[src/rtl/sram_readback_check_if.sv]
// SRAM read/write port bundle shared by the fill and read-back engines.
interface sram_readback_check_if #(
  parameter int unsigned ADDR_W = 15,
  parameter int unsigned DATA_W = 32
) ();
  logic [ADDR_W-1:0] addr;
  logic              en;
  logic              wr;
  logic [DATA_W-1:0] rdata;

  modport master (output addr, output en, output wr, input rdata);
  modport slave  (input addr, input en, input wr, output rdata);
endinterface

[src/rtl/sram_readback_check.sv]
// Sweeps the whole SRAM once per request, comparing every word against a static
// expected value and accumulating mismatch count, first failure and checksum.
module sram_readback_check #(
  parameter int unsigned ADDR_W = 15,
  parameter int unsigned DATA_W = 32,
  parameter int unsigned RD_LAT = 1
) (
  input  logic                  clk,
  input  logic                  reset_n,
  input  logic                  check_start,
  input  logic [DATA_W-1:0]     expect_data,
  sram_readback_check_if.master sram,
  output logic                  check_done,
  output logic                  check_pass,
  output logic [7:0]            err_count,
  output logic [ADDR_W-1:0]     first_err_addr,
  output logic [DATA_W-1:0]     first_err_data,
  output logic [31:0]           checksum
);

  localparam int unsigned CNT_W = 3;
  localparam logic [ADDR_W-1:0] LAST_ADDR = {ADDR_W{1'b1}};

  typedef enum logic [1:0] {
    S_IDLE  = 2'b00,
    S_RD    = 2'b01,
    S_DRAIN = 2'b11,
    S_DONE  = 2'b10
  } state_e;

  state_e                         state_q, state_d;
  logic [ADDR_W-1:0]              addr_q, addr_d;
  logic                           en_q, en_d;
  logic                           done_q, done_d;
  logic                           pass_q, pass_d;
  logic [CNT_W-1:0]               drain_cnt_q, drain_cnt_d;
  logic [RD_LAT-1:0]              vld_q, vld_d;
  logic [RD_LAT-1:0][ADDR_W-1:0]  apipe_q, apipe_d;
  logic [7:0]                     err_q, err_d;
  logic [ADDR_W-1:0]              ferr_addr_q, ferr_addr_d;
  logic [DATA_W-1:0]              ferr_data_q, ferr_data_d;
  logic [31:0]                    sum_q, sum_d;
  logic                           clear;
  logic                           flush;
  logic                           hit;

  // Sequencer, read pipeline tracking and result accumulation
  always_comb begin
    state_d     = state_q;
    addr_d      = addr_q;
    drain_cnt_d = '0;
    clear       = 1'b0;
    flush       = 1'b0;

    case (state_q)
      S_IDLE: begin
        addr_d = '0;
        if (check_start) begin
          state_d = S_RD;
          clear   = 1'b1;
        end
      end
      S_RD: begin
        if (!check_start) begin
          state_d = S_IDLE;
          addr_d  = '0;
          flush   = 1'b1;
        end else if (addr_q == LAST_ADDR) begin
          state_d = S_DRAIN;
        end else begin
          addr_d = addr_q + ADDR_W'(1);
        end
      end
      S_DRAIN: begin
        if (!check_start) begin
          state_d = S_IDLE;
          addr_d  = '0;
          flush   = 1'b1;
        end else if (drain_cnt_q == CNT_W'(RD_LAT - 1)) begin
          state_d = S_DONE;
        end else begin
          drain_cnt_d = drain_cnt_q + CNT_W'(1);
        end
      end
      S_DONE: begin
        if (!check_start) begin
          state_d = S_IDLE;
          addr_d  = '0;
        end
      end
      default: begin
        state_d = S_IDLE;
        addr_d  = '0;
      end
    endcase

    en_d   = (state_d == S_RD);
    done_d = (state_d == S_DONE);

    vld_d      = '0;
    apipe_d    = apipe_q;
    vld_d[0]   = en_q;
    apipe_d[0] = addr_q;
    for (int unsigned i = 1; i < RD_LAT; i++) begin
      vld_d[i]   = vld_q[i-1];
      apipe_d[i] = apipe_q[i-1];
    end
    if (flush) begin
      vld_d = '0;
    end

    // A read result is consumed on the edge its valid bit reaches the end of the pipe
    hit         = vld_q[RD_LAT-1];
    err_d       = err_q;
    ferr_addr_d = ferr_addr_q;
    ferr_data_d = ferr_data_q;
    sum_d       = sum_q;
    if (clear) begin
      err_d       = '0;
      ferr_addr_d = '0;
      ferr_data_d = '0;
      sum_d       = '0;
    end else if (hit) begin
      sum_d = sum_q + 32'(sram.rdata);
      if (sram.rdata != expect_data) begin
        if (err_q != 8'hFF) begin
          err_d = err_q + 8'd1;
        end
        if (err_q == 8'd0) begin
          ferr_addr_d = apipe_q[RD_LAT-1];
          ferr_data_d = sram.rdata;
        end
      end
    end

    pass_d = done_d && (err_d == 8'd0);
  end

  always_ff @(posedge clk or negedge reset_n) begin
    if (!reset_n) begin
      state_q     <= S_IDLE;
      addr_q      <= '0;
      en_q        <= 1'b0;
      done_q      <= 1'b0;
      pass_q      <= 1'b0;
      drain_cnt_q <= '0;
      vld_q       <= '0;
      apipe_q     <= '0;
      err_q       <= '0;
      ferr_addr_q <= '0;
      ferr_data_q <= '0;
      sum_q       <= '0;
    end else begin
      state_q     <= state_d;
      addr_q      <= addr_d;
      en_q        <= en_d;
      done_q      <= done_d;
      pass_q      <= pass_d;
      drain_cnt_q <= drain_cnt_d;
      vld_q       <= vld_d;
      apipe_q     <= apipe_d;
      err_q       <= err_d;
      ferr_addr_q <= ferr_addr_d;
      ferr_data_q <= ferr_data_d;
      sum_q       <= sum_d;
    end
  end

  assign sram.addr      = addr_q;
  assign sram.en        = en_q;
  assign sram.wr        = 1'b0;
  assign check_done     = done_q;
  assign check_pass     = pass_q;
  assign err_count      = err_q;
  assign first_err_addr = ferr_addr_q;
  assign first_err_data = ferr_data_q;
  assign checksum       = sum_q;

endmodule
[src/flat_wrapper.sv]
// flat-port wrapper written by rule: the top's interface ports become plain ports
module sram_readback_check_flat 
#(
  parameter int unsigned ADDR_W = 15,
  parameter int unsigned DATA_W = 32,
  parameter int unsigned RD_LAT = 1
)
  (clk, reset_n, check_start, expect_data, check_done, check_pass, err_count, first_err_addr, first_err_data, checksum, sram_addr, sram_en, sram_wr, sram_rdata);
  sram_readback_check_if #(.ADDR_W(ADDR_W), .DATA_W(DATA_W)) sram_i ();
  input  logic clk;
  input  logic reset_n;
  input  logic check_start;
  input  logic [DATA_W-1:0] expect_data;
  output logic check_done;
  output logic check_pass;
  output logic [7:0] err_count;
  output logic [ADDR_W-1:0] first_err_addr;
  output logic [DATA_W-1:0] first_err_data;
  output logic [31:0] checksum;
  output wire logic [$bits(sram_i.addr)-1:0] sram_addr;
  output wire logic [$bits(sram_i.en)-1:0] sram_en;
  output wire logic [$bits(sram_i.wr)-1:0] sram_wr;
  input wire logic [$bits(sram_i.rdata)-1:0] sram_rdata;
  assign sram_addr = sram_i.addr;
  assign sram_en = sram_i.en;
  assign sram_wr = sram_i.wr;
  assign sram_i.rdata = sram_rdata;
  sram_readback_check #(.ADDR_W(ADDR_W), .DATA_W(DATA_W), .RD_LAT(RD_LAT)) u_core (.clk(clk), .reset_n(reset_n), .check_start(check_start), .expect_data(expect_data), .sram(sram_i), .check_done(check_done), .check_pass(check_pass), .err_count(err_count), .first_err_addr(first_err_addr), .first_err_data(first_err_data), .checksum(checksum));
endmodule
[config.mk]
export PLATFORM = sky130hd
export DESIGN_NAME = sram_readback_check_flat
export DESIGN_NICKNAME = d
export VERILOG_FILES = /design/src/rtl/sram_readback_check_if.sv /design/src/rtl/sram_readback_check.sv /design/src/flat_wrapper.sv
export SDC_FILE = /design/constraint.sdc
export NUM_CORES = 1
export LEC_CHECK = 0
export BUFFER_PORTS_ARGS = -buffer_cell sky130_fd_sc_hd__buf_4
export CAP_MARGIN = 20
export CORE_MARGIN = 2
export CORE_UTILIZATION = 55
export CTS_CLUSTER_SIZE = 12
export DETAILED_ROUTE_END_ITERATION = 10
export GPL_ROUTABILITY_DRIVEN = 0
export PLACE_DENSITY = 0.81
export SYNTH_ARGS = -nofsm -noshare
export SYNTH_HDL_FRONTEND = slang
export SYNTH_SLANG_ARGS = --single-unit
[constraint.sdc]
create_clock -name clk -period 3.8 [get_ports clk]
set_input_delay 0.19 -clock clk [delete_from_list [all_inputs] [get_ports clk]]
set_output_delay 0.19 -clock clk [all_outputs]
set_load 0.1 [all_outputs]
==> summary.md <==
| Metric | Value |
|---|---|
| Cells after synthesis | between 700 and 800 |
| Clock Skew | about 0.012 ns |
| Inserted Clock Buffers | 17 |
| Post-synth ARST share | 100% |
| Crit path capture type | register |
| Period utilisation layout | 77.3% |
| Core Region | around 13000 um2 |
| Post-Syn Area | around 7300 um2 |
| # diodes | 0 |
| Drt via density | approximately 5.7 |
| CTS root buf | clkbuf_16 |
| Global-route wire length before repair | around 31000 um |
| Layout cell share with drive strength beyond 1 | about a quarter |
| CP Max Fanout | 3 |
| Post-Syn Area per Cell | between 9 and 10 um2 |
| Unrepaired setup endpoints after global routing | false |
| Final count of hold timing violations | 0 |
| Setup TNS | 0 ns |
| Synth warnings | 0 |
| Final-report max-slew violation count | 0 |
| F_max | about 0.34 GHz |
| H-tree depth | 4 |
| Setup ws final | 0.862 ns |
| Max-slew headroom | 36.2% |
| TritonCTS Sinks | ~130 |
| Syn nets | about 850 |
| Seq cells post-synth | 126 |
| CTS tree | done |
| Layout Nets | 1005 |
| Max-cap viol count | 0 |
| Static Leak | 0.00469 uW |
| Via count | approximately 6000 |
| WL final | 19200 um |
| CP Data Arrival Time | 3.24 ns |
| Iter 0 DRT Violations | between 400 and 500 |
| Post-route ant nets | 0 |
| Tmin final | a little under 3 ns |
| Die H | 119 um |
| Die width | 119 um |
| Drt drc | 0 |
| PwrDens | 860 nW/um2 |
| Netlist cell types | 64 |
| GRT Residual Overflow | 0 |
| Clock latency on the worst-skew pair | approximately 0.42 ns |
| Maximum vdd drop | ~0.38 mV |
| Slew @ Worst Pin | 0.957 ns |
| Port bufs | ~170 |
| Cell row count | between 40 and 50 |
| Resize count post-CTS | 0 |
| Dominant synthesized flop cell | dfrtp_1 |
| Clock transition at path regs | 0.06 ns |
| Clk buf depth | 2 |
| Vias in the first global route | slightly above 6000 |
| Worst slack, placed | between 0.9 and 1 ns |
| Routed len/inst | roughly 18 um |
| Starting Density | a little under three fifths |
| Synth-to-layout area growth | 27.0% |
| I/O pin count | around 170 |
| R2R Setup Slk | roughly 0.86 ns |
| Largest net degree at the start of global routing | 71 |
| GRT Util Overall | between 20 and 30% |
| Post-DP HPWL | approximately 14000 um |
| Outcome | finished clean |
| Setup violators final | 0 |
| Worst min-delay path class | primary input to register |
| DR pass1 iterations | 5 |
| Initial antenna violation count | 0 |
| Register area share after synthesis | between 40% and 50% |
| Setup crit start kind | register |
| Crit Path Category | register to register |
| Post-synth EDFFs | 0 |
| Die area | ~14000 um2 |
| Worst EP required | between 4 and 5 ns |
## layout by cell type (no fill, tap or decap), types with 4 or more instances in the layout
master	synthesis	layout
a211oi_1	11	11
a21o_1	11	11
a21oi_1	40	40
a31oi_1	5	5
and3_1	5	5
buf_4	2	175
clkbuf_16	0	17
dfrtp_1	126	126
ha_1	36	36
inv_1	15	15
inv_6	0	6
mux2i_1	68	68
nand2_1	39	39
nand3_1	24	23
nand3b_1	4	4
nand4_1	19	19
nor2_1	114	114
nor2b_1	4	4
nor3_1	10	9
o211ai_1	8	8
o21a_1	5	5
o21ai_0	28	28
o21ai_1	5	5
xnor2_1	56	56
xor2_1	17	17
## final timing paths
path                                             to                  from  cells after the start
max                             u_core.checksum[26]    u_core.checksum[0]                     10
min                        u_core.first_err_data[9]         sram_rdata[9]                      3
max reg2reg                     u_core.checksum[26]    u_core.checksum[0]                     10
min reg2reg                      u_core.apipe_q[13]  u_core.sram.addr[13]                      0
max in group asynchronous       u_core.err_count[5]               reset_n                      3
min in group asynchronous  u_core.first_err_data[9]               reset_n                      2
## per-stage QoR
| step | std cells | cell area [um2] | power, uW | hold WS (ns) | util (%) |
|---|---|---|---|---|---|
| floorplan | 742 | 7290 | 5430 | -0.106 | - |
| finish | 1090 | 9260 | 7960 | 0.0521 | 70.7 |
| global route | 1090 | 9260 | 8360 | 0.0567 | 70.7 |
| detailed placement | 1057 | 8670 | 6360 | 0.368 | 66.2 |
| CTS | 1090 | 9260 | 7980 | 0.0363 | 70.7 |
| global placement | 1057 | 8670 | 6320 | 0.369 | 66.2 |
## synth_stat cells (all sizes together) (4+ instances only)
master / number / share of area [%]
nand3: 24 / 1.6
nand4: 19 / 1.6
and3: 5 / 0.43
xor2: 17 / 2.0
a311oi: 4 / 0.65
xnor2: 56 / 6.7
nand2: 40 / 2.1
dfrtp: 126 / 43
a211oi: 12 / 1.3
clkbuf: 21 / 1.1
a21o: 12 / 1.3
inv: 15 / 0.77
buf: 16 / 1.5
a21oi: 42 / 3.0
nor3: 12 / 0.96
nor2b: 4 / 0.34
mux2i: 68 / 9.3
o21ai: 34 / 2.4
nor2: 114 / 5.9
o211ai: 8 / 0.82
o21a: 5 / 0.51
a31oi: 5 / 0.43
ha: 36 / 6.2
nand3b: 4 / 0.41
## registers in the layout, indices dropped and copies added, names as in the netlist
register,cells
u_core.apipe_q,15
u_core.sram.en,1
u_core.first_err_addr,15
u_core.state_q,2
u_core.drain_cnt_q,3
u_core.err_count,8
u_core.check_done,1
u_core.hit,1
u_core.first_err_data,32
u_core.check_pass,1
u_core.checksum,32
u_core.sram.addr,15
## cells by family after synthesis
logic type,count (synthesis),share of synthesized area (%)
xor+xnor,73,8.77
compound gates,143,13.0
fa+ha+maj,37,6.45
other cells,1,0.0514
buf+inv,52,3.43
simple gates,239,15.3
mux,71,9.80
flops,126,43.3
## report_power, final
part           switching (uW)  internal [uW]  total [uW]
registers                 231           1610        1840
clock network             645            947        1590
logic                    3290           1250        4530
total                    4160           3800        7960
## cell type report
| class | instances | area (um2) |
|---|---|---|
| multi-input combinational | 564 | 3900 |
| fill | 1028 | 3830 |
| timing repair buffer | 177 | 1340 |
| clock inverter | 13 | 126 |
| tap | 176 | 220 |
| clock buffer | 19 | 453 |
| sequential | 126 | 3150 |
| inverter | 15 | 56.3 |
## what timing repair did
| action | 4_1_cts | 5_1_grt |
|---|---|---|
| hold buffers | 1 | 0 |
| setup buffers | 0 | 0 |
| hold endpoints to repair | 65 | 0 |
## metal layers
metal	vias to the layer above	global-route usage (%)	part of all wire, %
met5	-	0	0
met4	0	12.0	3.1
met3	38	7.38	7.0
met2	213	45.3	47
met1	2985	36.4	43
li1	2941	-	-
## critical path, stage by stage, from the launching register on
cell and delay [ns]:
dfrtp_1 0.40, ha_1 0.23, fa_1 0.45, a211oi_2 0.32, o21ai_2 0.13, a211oi_1 0.34
a211oi_1 0.15, or3_1 0.37, a21oi_1 0.20, xor2_1 0.16, o21ai_1 0.08
Power figures use the tool's default switching activity.
